<file path="src/rtl/axis_packetizer.sv">
// axis_packetizer: frames an AXI-Stream byte stream into header/length/payload/checksum packets
module axis_packetizer #(
  parameter int PAYLOAD_LEN = 8,
  parameter logic [7:0] HDR_BYTE = 8'hA5
) (
  input  logic       aclk,
  input  logic       aresetn,
  input  logic [7:0] s_axis_tdata,
  input  logic       s_axis_tvalid,
  output logic       s_axis_tready,
  output logic [7:0] m_axis_tdata,
  output logic       m_axis_tvalid,
  input  logic       m_axis_tready,
  output logic       m_axis_tlast,
  output logic       pkt_done
);
  typedef enum logic [1:0] {HDR, LEN, PAY, CSUM} state_t;
  localparam logic [7:0] LEN_B = 8'(PAYLOAD_LEN);
  state_t state, state_nxt;
  logic [7:0] cnt, csum, load_data;
  logic slot_free, accept, load, load_last;
  assign slot_free = !m_axis_tvalid || m_axis_tready;
  assign s_axis_tready = aresetn && state == PAY && slot_free;
  assign accept = s_axis_tvalid && s_axis_tready;
  always_comb begin
    state_nxt = state;
    load = 1'b0;
    load_data = HDR_BYTE;
    load_last = 1'b0;
    case (state)
      HDR: if (s_axis_tvalid && slot_free) begin
        load = 1'b1;
        state_nxt = LEN;
      end
      LEN: if (slot_free) begin
        load = 1'b1;
        load_data = LEN_B;
        state_nxt = PAY;
      end
      PAY: if (accept) begin
        load = 1'b1;
        load_data = s_axis_tdata;
        state_nxt = cnt == LEN_B - 8'd1 ? CSUM : PAY;
      end
      CSUM: if (slot_free) begin
        load = 1'b1;
        load_data = csum;
        load_last = 1'b1;
        state_nxt = HDR;
      end
      default: state_nxt = HDR;
    endcase
  end
  always_ff @(posedge aclk) begin
    if (!aresetn) begin
      state <= HDR;
      cnt <= 8'h00;
      csum <= 8'h00;
      m_axis_tdata <= 8'h00;
      m_axis_tvalid <= 1'b0;
      m_axis_tlast <= 1'b0;
      pkt_done <= 1'b0;
    end else begin
      state <= state_nxt;
      pkt_done <= m_axis_tvalid && m_axis_tready && m_axis_tlast;
      if (load) begin
        m_axis_tdata <= load_data;
        m_axis_tlast <= load_last;
        m_axis_tvalid <= 1'b1;
      end else if (slot_free) begin
        m_axis_tvalid <= 1'b0;
      end
      // the checksum register already holds the last payload byte by the time CSUM loads it
      if (state == LEN && slot_free) begin
        cnt <= 8'h00;
        csum <= 8'h00;
      end else if (accept) begin
        cnt <= cnt + 8'd1;
        csum <= csum + s_axis_tdata;
      end
    end
  end
endmodule
</file>
<file path="config.mk">
export PLATFORM = sky130hd
export DESIGN_NAME = axis_packetizer
export DESIGN_NICKNAME = d
export VERILOG_FILES = /design/src/rtl/axis_packetizer.sv
export SDC_FILE = /design/constraint.sdc
export NUM_CORES = 1
export LEC_CHECK = 0
export ABC_CLOCK_PERIOD_IN_PS = 1700
export CORE_UTILIZATION = 48
export DETAILED_ROUTE_END_ITERATION = 12
export PLACE_DENSITY = 0.78
export SLEW_MARGIN = 20
export SYNTH_ARGS = -nofsm -noshare
export SYNTH_HDL_FRONTEND = slang
export SYNTH_SLANG_ARGS = --single-unit
</file>
<file path="constraint.sdc">
create_clock -name aclk -period 1.7 [get_ports aclk]
set_input_delay 0.17 -clock aclk [delete_from_list [all_inputs] [get_ports aclk]]
set_output_delay 0.17 -clock aclk [all_outputs]
set_load 0.05 [all_outputs]
</file>
==> metrics.md, run 1 <==
| Metric | Value |
|---|---|
| Worst-path clk slew | `0.11 ns` |
| Clock Tree Buf Depth | `2` |
| Fill count | `238` |
| Hold Fails Final Rpt | `0` |
| Final worst path period share | `100.3%` |
| RSZ-0062 raised after global routing | `yes` |
| First-pass GRT wire length | `7.224 mm` |
| Top-count cell post-synth | `dfxtp_1` |
| Vias in the first global route | `1620` |
| Synth Register Bits | `29` |
| Vias | `1704` |
| Antenna fix cells | `0` |
| DP HPWL | `3.421 mm` |
| Peak supply drop | `0.0005363 V` |
| DIE AREA | `3728 um^2` |
| Syn avg cell area | `9.198 um^2` |
| Min-delay worst type | `flop to flop` |
| Max_cap viols | `0` |
| Failing checks | `negative setup slack` |
| Clock H-tree levels | `2` |
| Initial antenna violation count | `0` |
| Startpoint types | `input pin` |
| Sequential fraction of the synthesis area | `34.68%` |
| Synth-to-Final Area Change | `46.71%` |
| Routed Antenna Nets | `0` |
| Post-DP Area | `2253 um^2` |
| Crit-path cells | `clkdlybuf4s50_1, ha_4, o211ai_1, o211ai_1, and3_1, o311ai_1, o41ai_1` |
| Worst R2R Start | `csum[1]` |
| Worst skew pair latency | `0.35 ns` |
| WL/cell | `16.33 um` |
| Share of the synthesized area in the top cell type | `34.68%` |
| Synth unique cells | `45` |
| Slew Limit Headroom | `65.53%` |
| Slew @ Worst Pin | `0.5162 ns` |
| Mapped Cells | `182` |
| Synthesis Warnings | `0` |
| Prevailing post-synth register cell | `dfxtp_1` |
| PwrDens | `1106 nW/um^2` |
| Post-synth EDFFs | `0` |
| Critical Path RT | `1.93 ns` |
| Post-route cell area | `2456 um^2` |
| Global-route usage over all layers | `26.97%` |
| Nets | `273` |
| FF-to-FF End | `csum[7]` |
| Core ar. | `3337 um^2` |
| Tmin final | `1.705 ns` |
| Pre-antenna DRT Iters | `4` |
| Fraction of registers with async set/reset | `0%` |
| Drt total wl | `4.802 mm` |
| Worst setup path startpoint | `s_axis_tdata[2]` |
| Most used cell, CP | `o211ai_1` |
| Reg2Reg Depth | `6` |
| Largest net degree at the start of global routing | `15` |
| Rows | `21` |
| CTS Buf Count | `5` |
| Most frequent cells after synthesis | `dfxtp_1 (29), nand2_1 (22), ha_1 (13), a21oi_1 (12), nor2_1 (12)` |
| Hold Crit Start | `m_axis_tdata[6]` |
| CP endpoint | `csum[7]` |
| Total chip power | `2.716 mW` |
| Cell taking the most area after synthesis | `dfxtp_1` |
| Clock sink count | `29` |
| Setup Viol. Count Final | `1` |
| Worst Setup End Kind | `flop` |
| Mapped cell area | `1674 um^2` |
| Slowest CP cell | `clkdlybuf4s50_1` |
| Post-detailed-route DRC marker count | `0` |
| CTS tree | `done` |
| Post-synth net total | `208` |
| I/O pins | `24` |
| R2R setup slack | `-0.005 ns` |
| CTS root buf | `clkbuf_4` |
| Data arrival time of the worst path | `1.94 ns` |
| Status | `finished with violations` |
| Layout cells sized above 1 | `32.66%` |
| Initial core utilization | `50.17%` |
| Fmax | `586.5 MHz` |
| Crit path largest cell delay | `0.56 ns` |
| Lkg Pwr | `1.138 nW` |
| Worst-path fanout max | `2` |
| Gp weighted congestion | `0.8249` |
| Post-route setup TNS | `-0.004989 ns` |
| Max Clock Skew | `0.01213 ns` |
| Synth area leaders | `dfxtp_1 (35%), ha_1 (9.7%), nand2_1 (4.9%), a21oi_1 (3.6%), xor2_1 (3.1%)` |
| Critical setup path kind | `input pin to flop` |
| IO Port Bufs | `23` |
| Vias per cell | `5.796` |
| GR Overflow Total | `0` |
| Die width | `61.06 um` |
| Die H | `61.06 um` |
| Slew Viols, Final | `0` |
| Post-route setup slack | `-0.004989 ns` |
| Iteration-0 DRC Markers | `110` |
==> cell usage in the layout (no fill, tap or decap), drive strengths merged, types with 5 or more instances in the layout <==
| cell type | n |
|---|---|
| buf | 45 |
| dfxtp | 29 |
| nand2 | 23 |
| clkdlybuf4s50 | 13 |
| ha | 13 |
| a21oi | 12 |
| nor2 | 12 |
| nand3 | 10 |
| dlymetal6s2s | 8 |
| nand4 | 7 |
| a21boi | 6 |
| xor2 | 6 |
| o211a | 5 |
| clkbuf | 5 |
==> final cells by class <==
| type | count | area (um^2) | area share, % |
|---|---|---|---|
| inverters | 3 | 13.76 | 0.5604 |
| flip-flops and latches | 29 | 590.6 | 24.04 |
| multi-input cells | 142 | 1121 | 45.64 |
| well taps | 46 | 57.56 | 2.343 |
| clock buffers | 5 | 37.54 | 1.528 |
| clock inverters | 3 | 17.52 | 0.7132 |
| repair buffers | 66 | 618.1 | 25.17 |
==> registers in the layout (all words and copies together), names as in the netlist <==
register       cells
csum               8
state              2
cnt                8
m_axis_tvalid      1
m_axis_tdata       8
m_axis_tlast       1
pkt_done           1
==> report_power, final <==
part	internal (mW)	leakage [nW]	switching (mW)	total [mW]
clock network	0.155	0.0310	0.265	0.421
registers	0.783	0.238	0.0811	0.864
logic	0.634	0.868	0.797	1.43
total	1.57	1.14	1.14	2.72
==> cell families after synthesis <==
family	after synthesis	share of synthesized area (%)
buffers and inverters	11	3.961
AND/OR/NAND/NOR	64	19.81
multiplexers	1	0.5979
XOR/XNOR	10	5.231
adder cells (fa/ha/maj)	14	10.91
AO/OA/AOI/OAI	53	24.81
flip-flops	29	34.68
==> critical path: cells and delay by family <==
kind / cells / cell delay (ns)
compound gates: 4 / 0.76
fa+ha+maj: 1 / 0.23
simple gates: 1 / 0.22
buf+inv: 1 / 0.56
==> worst min-delay path by stage <==
stage | cells past startpoint | end | slack, ns
global route | 2 | m_axis_tdata[6] | 0.50
global placement | 2 | m_axis_tdata[3] | 0.46
finish | 2 | m_axis_tdata[6] | 0.48
CTS | 2 | m_axis_tdata[6] | 0.49
floorplan | 1 | pkt_done | 0.36
detailed placement | 2 | m_axis_tdata[6] | 0.47
==> layer usage <==
metal,part of all wire (%),global-route usage [%],vias to the layer above
met5,0,0,-
met4,4.1,12.66,0
met3,5.5,7.143,30
met2,52,49.38,76
met1,38,28.66,795
li1,-,-,803
==> what timing repair did <==
| action | CTS | global route |
|---|---|---|
| resized for setup | 11 | 20 |
| hold buffers | 0 | 0 |
| endpoints found under the setup margin | 26 | 22 |
| hold endpoints to repair | 0 | 0 |
| buffers inserted | 1 | 1 |
| pin swaps | 6 | 9 |
==> metrics by stage <==
step                      hold slack, ns  setup slack, ns  util (%)  cells
final                             0.4829        -0.004989     73.60    294
after global routing              0.5047         -0.07584     73.60    294
after CTS                         0.4851         0.007026     70.79    293
after detailed placement          0.4726          -0.4381     67.53    284
after global placement            0.4629          -0.3516     67.53    284
after floorplan                   0.3585         -0.01284         -    182
No activity file was read; power rests on OpenSTA's default activity.
==> run 2: changes to the inputs <==
--- a/config.mk
+++ b/config.mk
@@ -5,7 +5,7 @@
 export SDC_FILE = /design/constraint.sdc
 export NUM_CORES = 1
 export LEC_CHECK = 0
-export ABC_CLOCK_PERIOD_IN_PS = 1700
+export ABC_CLOCK_PERIOD_IN_PS = 1400
 export CORE_UTILIZATION = 48
 export DETAILED_ROUTE_END_ITERATION = 12
 export PLACE_DENSITY = 0.78
==> constraint.sdc (replaced) <==
create_clock -name aclk -period 1.4 [get_ports aclk]
set_input_delay 0.14 -clock aclk [delete_from_list [all_inputs] [get_ports aclk]]
set_output_delay 0.14 -clock aclk [all_outputs]
set_load 0.05 [all_outputs]
==> metrics.md, run 2 (same netlist as run 1, synthesis figures left out) <==
| Metric | Value |
|---|---|
| WP buf/inv | `1` |
| Rows | `21` |
| Fmax | `545.5 MHz` |
| Most common cell after layout, fill and taps aside | `buf_4` |
| Worst skew pair latency | `0.34 ns` |
| DIE AREA | `3728 um^2` |
| Clock sink count | `29` |
| Setup Viol. Count Final | `29` |
| Delay-heaviest family, CP | `compound AO/OA/AOI/OAI gates` |
| Hold Fails Final Rpt | `0` |
| Antenna fix cells | `0` |
| Failing checks | `negative setup slack` |
| Hold Path Sink | `m_axis_tdata[4]` |
| Initial antenna violation count | `0` |
| Layout cells sized above 1 | `51.89%` |
| Nets | `289` |
| Slew Viols, Final | `0` |
| Worst Setup End Kind | `flop` |
| Global-route usage over all layers | `32.67%` |
| Slowest CP cell | `clkdlybuf4s50_1` |
| Post-detailed-route DRC marker count | `0` |
| RSZ-0062 raised after global routing | `yes` |
| Vias per cell | `6.184` |
| FF-to-FF End | `csum[7]` |
| WL/cell | `20.49 um` |
| Max Clock Skew | `0.009243 ns` |
| Worst-path clk slew | `0.10 ns` |
| Most frequent cells in the layout | `buf_4 (54), dfxtp_1 (22), nand2_1 (14)` |
| CTS root buf | `clkbuf_4` |
| IO Port Bufs | `23` |
| DP HPWL | `3.461 mm` |
| Final worst path period share | `130.9%` |
| Pre-antenna DRT Iters | `4` |
| Slew @ Worst Pin | `0.3288 ns` |
| Drt total wl | `6.353 mm` |
| Max_cap viols | `0` |
| Initial core utilization | `50.17%` |
| Clock Tree Buf Depth | `2` |
| Seq. cell area | `594.3 um^2` |
| Die H | `61.06 um` |
| Top Registers | `cnt: 8 flops, csum: 8 flops, m_axis_tdata: 8 flops` |
| Clock H-tree levels | `2` |
| I/O pins | `24` |
| Synth-to-Final Area Change | `68.24%` |
| Crit path largest cell delay | `0.63 ns` |
| Hold path depth | `2` |
| Fin util | `84.40%` |
| Min-delay worst type | `flop to flop` |
| Startpoint types | `input pin` |
| CTS tree | `done` |
| Largest net degree at the start of global routing | `15` |
| Core ar. | `3337 um^2` |
| Slew Limit Headroom | `77.98%` |
| Crit-path cells | `clkdlybuf4s50_1, ha_4, a211oi_4, o211ai_1, and3_1, o311ai_1, o41ai_1` |
| Iteration-0 DRC Markers | `173` |
| Post-route setup TNS | `-6.165 ns` |
| Vias | `1917` |
| Status | `finished with violations` |
| Vias in the first global route | `1847` |
| Die width | `61.06 um` |
| Tmin final | `1.833 ns` |
| Data arrival time of the worst path | `2.06 ns` |
| Hold Crit Start | `m_axis_tdata[4]` |
| R2R setup slack | `-0.39 ns` |
| First-pass GRT wire length | `8.625 mm` |
| Worst-path fanout max | `3` |
| Peak supply drop | `0.0008453 V` |
| Fill count | `162` |
| Worst R2R Start | `csum[1]` |
| PwrDens | `1431 nW/um^2` |
| Reg2Reg Depth | `6` |
| CTS Buf Count | `5` |
| Critical setup path kind | `input pin to flop` |
| Lkg Pwr | `1.227 nW` |
| Post-route setup slack | `-0.4332 ns` |
| Area of the multi-input gates | `1348 um^2` |
| Routed Antenna Nets | `0` |
| Gp weighted congestion | `0.7790` |
| Critical Path RT | `1.63 ns` |
| GR Overflow Total | `0` |
## run 2: through the flow
stage	area (um^2)	power [mW]	hold WS, ns	setup slack, ns	cells
6_report	2816	4.032	0.4995	-0.4332	310
2_1_floorplan	1833	2.154	0.3285	-0.2670	182
4_1_cts	2639	3.643	0.4751	-0.2888	306
3_3_place_gp	2417	2.836	0.4541	-0.5984	291
3_5_place_dp	2417	2.898	0.4687	-0.6785	291
5_1_grt	2816	4.181	0.5047	-0.4605	310
## run 2: timing repair
item / CTS / global route
hold buffers: 0 / 0
gates resized for setup: 29 / 36
hold endpoints to repair: 0 / 0
setup buffers: 9 / 5
setup endpoints to repair: 28 / 29
pin swaps: 16 / 17
## run 2: cell type report
class                   count  area share (%)
multi-input cells         142           47.85
repair buffers             82           26.61
flip-flops and latches     29           21.10
well taps                  46           2.044
clock buffers               6           1.466
inverters                   3          0.5775
clock inverters             2          0.3554
## run 2: worst reg2reg max path, cell delays in order (launching register included)
cell and delay [ns]:
dfxtp_2 0.43, ha_4 0.24, a211oi_4 0.22, o211ai_1 0.20, and3_1 0.24, o311ai_1 0.24, o41ai_1 0.11
## run 2: worst max path at each step
stage | startpoint | endpoint | slack, ns | cells past startpoint
floorplan | csum[0] | csum[6] | -0.27 | 7
global placement | s_axis_tdata[0] | csum[6] | -0.60 | 8
detailed placement | s_axis_tdata[0] | csum[6] | -0.68 | 8
CTS | csum[0] | csum[6] | -0.29 | 7
global route | csum[0] | csum[6] | -0.46 | 7
finish | s_axis_tdata[1] | csum[7] | -0.43 | 7
## run 2: where the power goes
part           internal (mW)  switching (mW)
logic                   1.13            1.31
registers              0.959           0.130
clock network          0.191           0.308
## run 2: layer usage
layer  track usage (%)  vias up  part of all wire [%]
met5                 0        -                     0
met4             19.16        0                   5.6
met3             7.773       47                   7.2
met2             58.07      117                    52
met1             35.20      913                    36
li1                  -      840                     -
